$ cat src/rtl/debounce_bank.sv
// debounce_bank: per-channel 2-flop sync, stability filter, edge pulses, priority encode.
// Define DEBOUNCE_BANK_REPEAT_EN to add held-button auto-repeat pulses on rpt.
module debounce_bank #(
  parameter int N_CH            = 6,
  parameter int DEBOUNCE_CYCLES = 1000000,
  parameter int REPEAT_DELAY    = 50000000,
  parameter int REPEAT_PERIOD   = 10000000,
  localparam int IDXW = (N_CH > 1) ? $clog2(N_CH) : 1
) (
  input  logic            clk,
  input  logic            rst_n,
  input  logic [N_CH-1:0] raw_in,
  output logic [N_CH-1:0] level,
  output logic [N_CH-1:0] rise,
  output logic [N_CH-1:0] fall,
  output logic [N_CH-1:0] rpt,
  output logic            any_active,
  output logic [IDXW-1:0] active_idx,
  output logic [N_CH-1:0] active_oh
);

  localparam int CW = $clog2(DEBOUNCE_CYCLES + 1);
  localparam logic [CW-1:0] CntLast = CW'(DEBOUNCE_CYCLES - 1);

  logic [N_CH-1:0] s1_q, s2_q;
  logic [N_CH-1:0] level_q, level_d;
  logic [N_CH-1:0] rise_q, rise_d;
  logic [N_CH-1:0] fall_q, fall_d;
  logic [N_CH-1:0] acc_w;

  // Any agreeing sample restarts the count, so short glitches never land.
  for (genvar i = 0; i < N_CH; i++) begin : g_ch
    logic [CW-1:0] cnt_q, cnt_d;
    logic          acc;

    always_comb begin
      cnt_d = cnt_q;
      acc   = 1'b0;
      if (s2_q[i] == level_q[i]) begin
        cnt_d = '0;
      end else if (cnt_q == CntLast) begin
        cnt_d = '0;
        acc   = 1'b1;
      end else begin
        cnt_d = cnt_q + 1'b1;
      end
    end

    always_ff @(posedge clk) begin
      if (!rst_n) begin
        cnt_q <= '0;
      end else begin
        cnt_q <= cnt_d;
      end
    end

    assign acc_w[i] = acc;
  end

  assign level_d = level_q ^ acc_w;
  assign rise_d  = acc_w & ~level_q;
  assign fall_d  = acc_w & level_q;

  always_ff @(posedge clk) begin
    if (!rst_n) begin
      s1_q    <= '0;
      s2_q    <= '0;
      level_q <= '0;
      rise_q  <= '0;
      fall_q  <= '0;
    end else begin
      s1_q    <= raw_in;
      s2_q    <= s1_q;
      level_q <= level_d;
      rise_q  <= rise_d;
      fall_q  <= fall_d;
    end
  end

`ifdef DEBOUNCE_BANK_REPEAT_EN
  localparam int RMAX = (REPEAT_DELAY > REPEAT_PERIOD) ? REPEAT_DELAY : REPEAT_PERIOD;
  localparam int RW   = $clog2(RMAX + 1);
  localparam logic [RW-1:0] DlyLast = RW'(REPEAT_DELAY - 1);
  localparam logic [RW-1:0] PerLast = RW'(REPEAT_PERIOD - 1);

  logic [N_CH-1:0] rpt_q;
  logic [N_CH-1:0] fire_w;

  // arm_q selects the first-repeat delay versus the steady repeat period.
  for (genvar i = 0; i < N_CH; i++) begin : g_rpt
    logic [RW-1:0] rc_q, rc_d;
    logic          arm_q, arm_d;
    logic          fire;

    always_comb begin
      rc_d  = rc_q;
      arm_d = arm_q;
      fire  = 1'b0;
      if (!level_q[i] || fall_d[i]) begin
        rc_d  = '0;
        arm_d = 1'b0;
      end else if (rc_q == (arm_q ? PerLast : DlyLast)) begin
        rc_d  = '0;
        arm_d = 1'b1;
        fire  = 1'b1;
      end else begin
        rc_d = rc_q + 1'b1;
      end
    end

    always_ff @(posedge clk) begin
      if (!rst_n) begin
        rc_q  <= '0;
        arm_q <= 1'b0;
      end else begin
        rc_q  <= rc_d;
        arm_q <= arm_d;
      end
    end

    assign fire_w[i] = fire;
  end

  always_ff @(posedge clk) begin
    if (!rst_n) begin
      rpt_q <= '0;
    end else begin
      rpt_q <= fire_w;
    end
  end

  assign rpt = rpt_q;
`else
  assign rpt = '0;
`endif

  logic [IDXW-1:0] idx_c;
  logic [N_CH-1:0] oh_c;

  always_comb begin
    idx_c = '0;
    oh_c  = '0;
    for (int i = 0; i < N_CH; i++) begin
      if (level_q[i]) begin
        idx_c    = IDXW'(i);
        oh_c     = '0;
        oh_c[i]  = 1'b1;
      end
    end
  end

  assign level      = level_q;
  assign rise       = rise_q;
  assign fall       = fall_q;
  assign any_active = |level_q;
  assign active_idx = idx_c;
  assign active_oh  = oh_c;

endmodule

$ cat config.mk
export PLATFORM = sky130hd
export DESIGN_NAME = debounce_bank
export DESIGN_NICKNAME = d
export VERILOG_FILES = /design/src/rtl/debounce_bank.sv
export SDC_FILE = /design/constraint.sdc
export NUM_CORES = 1
export LEC_CHECK = 0
export CORE_MARGIN = 4
export CORE_UTILIZATION = 38
export DETAILED_ROUTE_END_ITERATION = 7
export MAX_ROUTING_LAYER = met4
export PLACE_DENSITY = 0.59
export SYNTH_ARGS = -nofsm -noshare
export SYNTH_HDL_FRONTEND = slang
export SYNTH_SLANG_ARGS = --single-unit
$ cat constraint.sdc
create_clock -name clk -period 2.1 [get_ports clk]
set_input_delay 0.63 -clock clk [delete_from_list [all_inputs] [get_ports clk]]
set_output_delay 0.63 -clock clk [all_outputs]
set_load 0.005 [all_outputs]
==> impl_metrics.toml, run 1 <==
[status]
status = "complete, but fails checks"
violations = "setup timing"

[synth]
yosysTopAreaCell = "dfxtp_1"
synth_top_cell_area_share_pct = 45.8
ys_seq_area_share_pct = 45.8
async_reset_ff_share_pct = 0
synthFlopType = "dfxtp_1"
synthDistinctLibCells = 50
ys_seq_elements = 150
syn_area_per_cell_um2 = 8.76
synth_area_um2 = 6560
yosysWarnings = 0
synth_edf_count = 0
netlist_instances = 749
synth_area_leaders = "dfxtp_1 (46%), xnor2_1 (6.3%), nor2_1 (5.8%), xor2_1 (4.3%), nand3_1 (3.4%)"

[clock_tree]
numCtsBuffers = 17
clk_path_buf_depth = 2
clock_sink_count = 150
cts_root_buffer = "clkbuf_16"
hold_buffers = 0
cts_tree = "built"
clock_tree.htree_level_count = 4
cts.reportedPaths.clkPinSlew_ns = 0.06
clock_latency_ns = 0.42

[critical_path]
reg2reg_depth = 5
criticalPathCategory = "register to output port"
worstPathArrival_ns = 1.58
crit_chain = "inv_2 > nand3_4 > buf_6 > or4_1 > buf_2"
crit_slowest_cell = "or4_1"
required_ns = 1.47
max_stage_delay_ns = 0.40
worst_setup_path_start_kind = "register"
path_max_fanout = 3
cp-end-kind = "output port"

[power]
leakagePower_uw = 0.00256
ir_drop_v = 0.000562
p_switching_uw = 1140
combPwrFrac_pct = 1.5
internal_power_uw = 4590
powerDensity_nw_per_um2 = 719
pwr-share-seq_pct = 50.0
p_clk_share_pct = 48.5
switching_share_pct = 19.9

[routing]
drt_first_pass_iters = 4
drt_iter0_drc = 239
drc = 0
vias = 5461
m1WireLength_mm = 6.91
ant_nets = 0
drt_wl_total_mm = 14.4
vias_per_cell = 5.21
top_layer = "met4"
wire_per_inst_um = 13.7
route.met2.wl_mm = 6.69
met3WireLength_um = 618

[placed_design]
dpl.cell_count = 1014
portBuffers = 35
gp_congestion = 0.830
dpl.hpwl_mm = 10.5

[sta]
timing.final.ws_setup_ns = -0.115
fin_crit_ns = 2.21
fin_crit_sh_pct = 105
final.setup.tns_ns = -0.178
slew_violations = 0
worst_clock_skew_ns = 0.00867
finalHoldViolations = 0
grt_setup_unrepaired = "yes"
setup_viol = 2
whs_ns = 0.429
fmax_mhz = 452

[die]
die_area_um2 = 19400
io_pins = 42
die_w_um = 139
initial_utilization_pct = 39.1
die_h_um = 139
rows = 47
core_um2 = 16800

[global_route]
grtUsageTotal_pct = 15.6
grt_max_degree = 21
overflow = 0
grt_pass1_vias = 5296
antenna_found_initial = 0
grt_pass1_wl_mm = 24.7

[final_layout]
diodes = 0
area_growth_pct = 21.6
stdcell_count = 1049
fin_nets = 833
final_util_pct = 47.6
drive_gt1_share_pct = 11.9

[worst_hold_path]
hold_path_class = "register to register"
hold-path-cell-count = 1

[job]
max_cap_viol_count = 0
## cells in the final DEF, fill, tap and decap left out, types with 5 or more instances in the layout
cell,n
a21oi_1,39
or4_1,22
nor3_1,18
buf_4,36
ha_1,5
clkbuf_16,17
dfxtp_1,146
and2_1,13
nand2_1,46
nor2_1,100
nand4_1,23
xor2_1,32
o31ai_1,15
and3_1,11
o21ai_0,22
nor4b_1,6
clkdlybuf4s50_1,25
inv_1,24
nand3_1,43
nor4_1,20
xnor2_1,47
or3_1,23
conb_1,6
and4_1,11
## what timing repair did
action | CTS | global route
resized for setup | 35 | 12
buffers inserted | 3 | 3
pin swaps | 2 | 2
setup endpoints to repair | 12 | 15
## cells by family (layout without fill, tap and decap cells)
logic type	after synthesis	in the layout	synth area share, %
simple gates	365	365	30.1
flops	150	150	45.8
compound gates	88	88	7.99
xor+xnor	79	79	10.5
buf+inv	59	134	4.25
fa+ha+maj	6	6	1.14
other cells	1	6	0.0572
mux	1	1	0.153
## layout make-up
class,instances,area [µm²]
Sequential cell,150,3010
Clock buffer,24,482
Multi-Input combinational cell,545,3340
Tap cell,220,275
Clock inverter,5,50.0
Fill cell,1590,8780
Timing Repair Buffer,77,709
Inverter,28,108
## critical path, delay by kind of cell, from the launching register on
| kind | cells | cell delay [ns] |
|---|---|---|
| and+or+nand+nor | 2 | 0.48 |
| buffers and inverters | 3 | 0.36 |
| DFF | 1 | 0.33 |
## power by group through the flow
stage | logic [µW] | registers (µW) | clock network, µW
floorplan | 50.9 | 2930 | 0
global placement | 79.9 | 2930 | 0
detailed placement | 82.1 | 2930 | 0
CTS | 82.4 | 2870 | 2860
global route | 93.6 | 2870 | 2990
finish | 84.4 | 2870 | 2780
## layer usage
metal	vias up	GRT usage, %
met4	0	4.94
met5	-	-
met2	91	24.2
met1	2589	20.0
li1	2767	-
met3	14	4.05
## sequential cells by signal (all words and copies together), names as in the netlist, named ones only
register and cells:
g_ch.cnt_q 120, rise 6, s2_q 6, fall 6
s1_q 6
## final timing paths
path	startpoint	endpoint	slack, ns
hold reg to reg	s1_q[3]$_SDFF_PN0_	s2_q[3]$_SDFF_PN0_	0.43
setup / recovery	register	any_active	-0.11
hold / removal	s1_q[3]$_SDFF_PN0_	s2_q[3]$_SDFF_PN0_	0.43
setup reg to reg	g_ch[5].cnt_q[13]$_SDFF_PP0_	g_ch[5].cnt_q[12]$_SDFF_PP0_	0.13
## Yosys cell counts, types with 3 or more instances
library cell and instances:
nand3b_1 3, xor2_1 32, inv_1 28, nor2_1 101
or4_1 23, nor4b_1 7, and2_1 13, xnor2_1 47
nand4_1 23, nor4_1 20, o21ai_0 24, nand3_1 44
buf_4 9, or3_1 23, clkbuf_1 13, ha_1 6
and3_1 11, and4_1 11, a21oi_1 41, nand2_1 46
buf_2 5, o31ai_1 16, nor3_1 18, dfxtp_1 150
## through the flow
step                setup slack, ns  cell area, µm²  power, µW
finish                       -0.115            7980       5730
global route                 -0.169            7980       5950
CTS                          -0.123            7920       5810
detailed placement          -0.0456            7340       3010
global placement             0.0292            7340       3010
floorplan                     0.105            6580       2980
Power figures use the tool's default switching activity.
==> run 2, diff against run 1 <==
- HOLD_SLACK_MARGIN: unset -> 0.15
==> results of run 2 <==
No change in the layout: final DEF, timing and power equal those of run 1.
==> run 3, diff against run 2 <==
- CTS_BUF_LIST: unset -> sky130_fd_sc_hd__clkbuf_8
==> run 3 against run 2 <==
  * The run still ends with setup timing left
  * Global-route usage fell by 0.10 points
  * Flip-flop and latch count unchanged
  * Critical path depth unchanged
  * Sequential share of layout area grew 0.86 points
==> impl_metrics.toml, run 3 (synthesis gave the netlist of run 1 again) <==
[sta]
setup_viol = 3
fmax_mhz = 444
grt_setup_unrepaired = "yes"
worst_clock_skew_ns = 0.00652
fin_crit_sh_pct = 107
slew_violations = 0
finalHoldViolations = 0
fin_crit_ns = 2.25
timing.final.ws_setup_ns = -0.151

[final_layout]
diodes = 0
fillers = 1615
largest_reg_flops = 120
multi_input_area_um2 = 3350
regArea_um2 = 3010
area_growth_pct = 19.0
fin_nets = 834
layout_commonest_cell = "dfxtp_1"
drive_gt1_share_pct = 12.5
stdcell_area_um2 = 7800
top_register = "g_ch.cnt_q"
final_cell_mix = "dfxtp_1 (145), nor2_1 (100), xnor2_1 (47)"

[critical_path]
worst_setup_path_start_kind = "register"
cp-end-kind = "output port"
r2r_setup_slack_ns = 0.12
max_stage_delay_ns = 0.40
required_ns = 1.47
crit_chain = "inv_2 > nand3_4 > buf_6 > or4_1 > buf_2"
reg2reg_depth = 5
criticalPathCategory = "register to output port"
worstPathArrival_ns = 1.62
timing.rr.end = "g_ch[5].cnt_q[12]$_SDFF_PP0_"
path_max_fanout = 3
reg2reg_from = "g_ch[5].cnt_q[13]$_SDFF_PP0_"
crit_slowest_cell = "or4_1"

[routing]
vias = 5398
drt_first_pass_iters = 5
wire_per_inst_um = 13.7
vias_per_cell = 5.14
drt_wl_total_mm = 14.4
ant_nets = 0
drc = 0
drt_iter0_drc = 266

[power]
internal_power_uw = 3880
leakagePower_uw = 0.00251
powerDensity_nw_per_um2 = 631
p_clk_share_pct = 40.1
pwr-share-seq_pct = 58.1
switching_share_pct = 21.2
combPwrFrac_pct = 1.7
ir_drop_v = 0.000410
p_switching_uw = 1040

[global_route]
grt_max_degree = 21
grtUsageTotal_pct = 15.5
grt_pass1_wl_mm = 24.6
overflow = 0
grt_pass1_vias = 5296
antenna_found_initial = 0

[worst_hold_path]
holdCritStartpoint = "s1_q[1]$_SDFF_PN0_"
hold-path-cell-count = 1
holdPathEnd = "s2_q[1]$_SDFF_PN0_"
hold_path_class = "register to register"

[die]
initial_utilization_pct = 39.1
die_area_um2 = 19400
core_um2 = 16800
rows = 47
die_w_um = 139
io_pins = 42
die_h_um = 139

[job]
max_cap_viol_count = 0

[clock_tree]
cts_root_buffer = "clkbuf_8"
clk_path_buf_depth = 2
cts.reportedPaths.clkPinSlew_ns = 0.08
numCtsBuffers = 17
clock_tree.htree_level_count = 4
cts_tree = "built"
clock_latency_ns = 0.44
clock_sink_count = 150

[status]
status = "complete, but fails checks"
violations = "setup timing"

[placed_design]
dpl_worst_slack_ns = -0.0456
gp_congestion = 0.830
portBuffers = 35
dpl.hpwl_mm = 10.5
place_area_um2 = 7340
-- run 3: power groups by stage --
stage          Sequential (µW)  Combinational, µW  Clock [µW]
2_1_floorplan             2930               50.9           0
3_3_place_gp              2930               79.9           0
3_5_place_dp              2930               82.1           0
4_1_cts                   2860               82.4        2040
5_1_grt                   2860               93.2        2170
6_report                  2860               84.0        1980
-- run 3: area by class of cell --
class	instances	share of cell area, %
Inverter	28	1.38
Clock buffer	20	3.53
Clock inverter	9	0.834
Tap cell	220	3.53
Sequential cell	150	38.6
Multi-Input combinational cell	545	43.0
Timing Repair Buffer	78	9.14
-- run 3: worst max-delay path: cells and delay by family (launching register included) --
| kind | cells | cell delay (ns) |
|---|---|---|
| AND/OR/NAND/NOR | 2 | 0.50 |
| buffers and inverters | 3 | 0.35 |
| flip-flops | 1 | 0.33 |
-- run 3: repair_timing --
action | 4_1_cts | 5_1_grt
hold buffers | 0 | 0
setup endpoints to repair | 13 | 21
pin swaps | 3 | 4
setup buffers | 4 | 3
resized for setup | 40 | 17
-- run 3: layer usage --
layer  GRT usage (%)  wire length (µm)
met1            19.9              6890
met3            4.01               655
met4            4.63               157
met2            24.1              6690
met5               -                 0
-- run 3: worst max path at each step --
stage	cells past startpoint	endpoint	slack, ns
after floorplan	7	g_ch[4].cnt_q[10]$_SDFF_PP0_	0.11
after global placement	5	active_oh[0]	0.03
after detailed placement	5	active_oh[0]	-0.05
after CTS	5	any_active	-0.21
after global routing	5	any_active	-0.22
final	5	any_active	-0.15
-- run 3: through the flow --
step / power [µW] / setup TNS (ns) / hold slack (ns) / utilization [%] / std cells
detailed placement: 3010 / -0.400 / 0.424 / 43.8 / 1014
finish: 4920 / -0.247 / 0.434 / 46.6 / 1050
floorplan: 2980 / 0 / 0.412 / - / 754
CTS: 4990 / -0.299 / 0.435 / 46.2 / 1047
global placement: 3010 / 0 / 0.417 / 43.8 / 1014
global route: 5120 / -0.546 / 0.452 / 46.6 / 1050
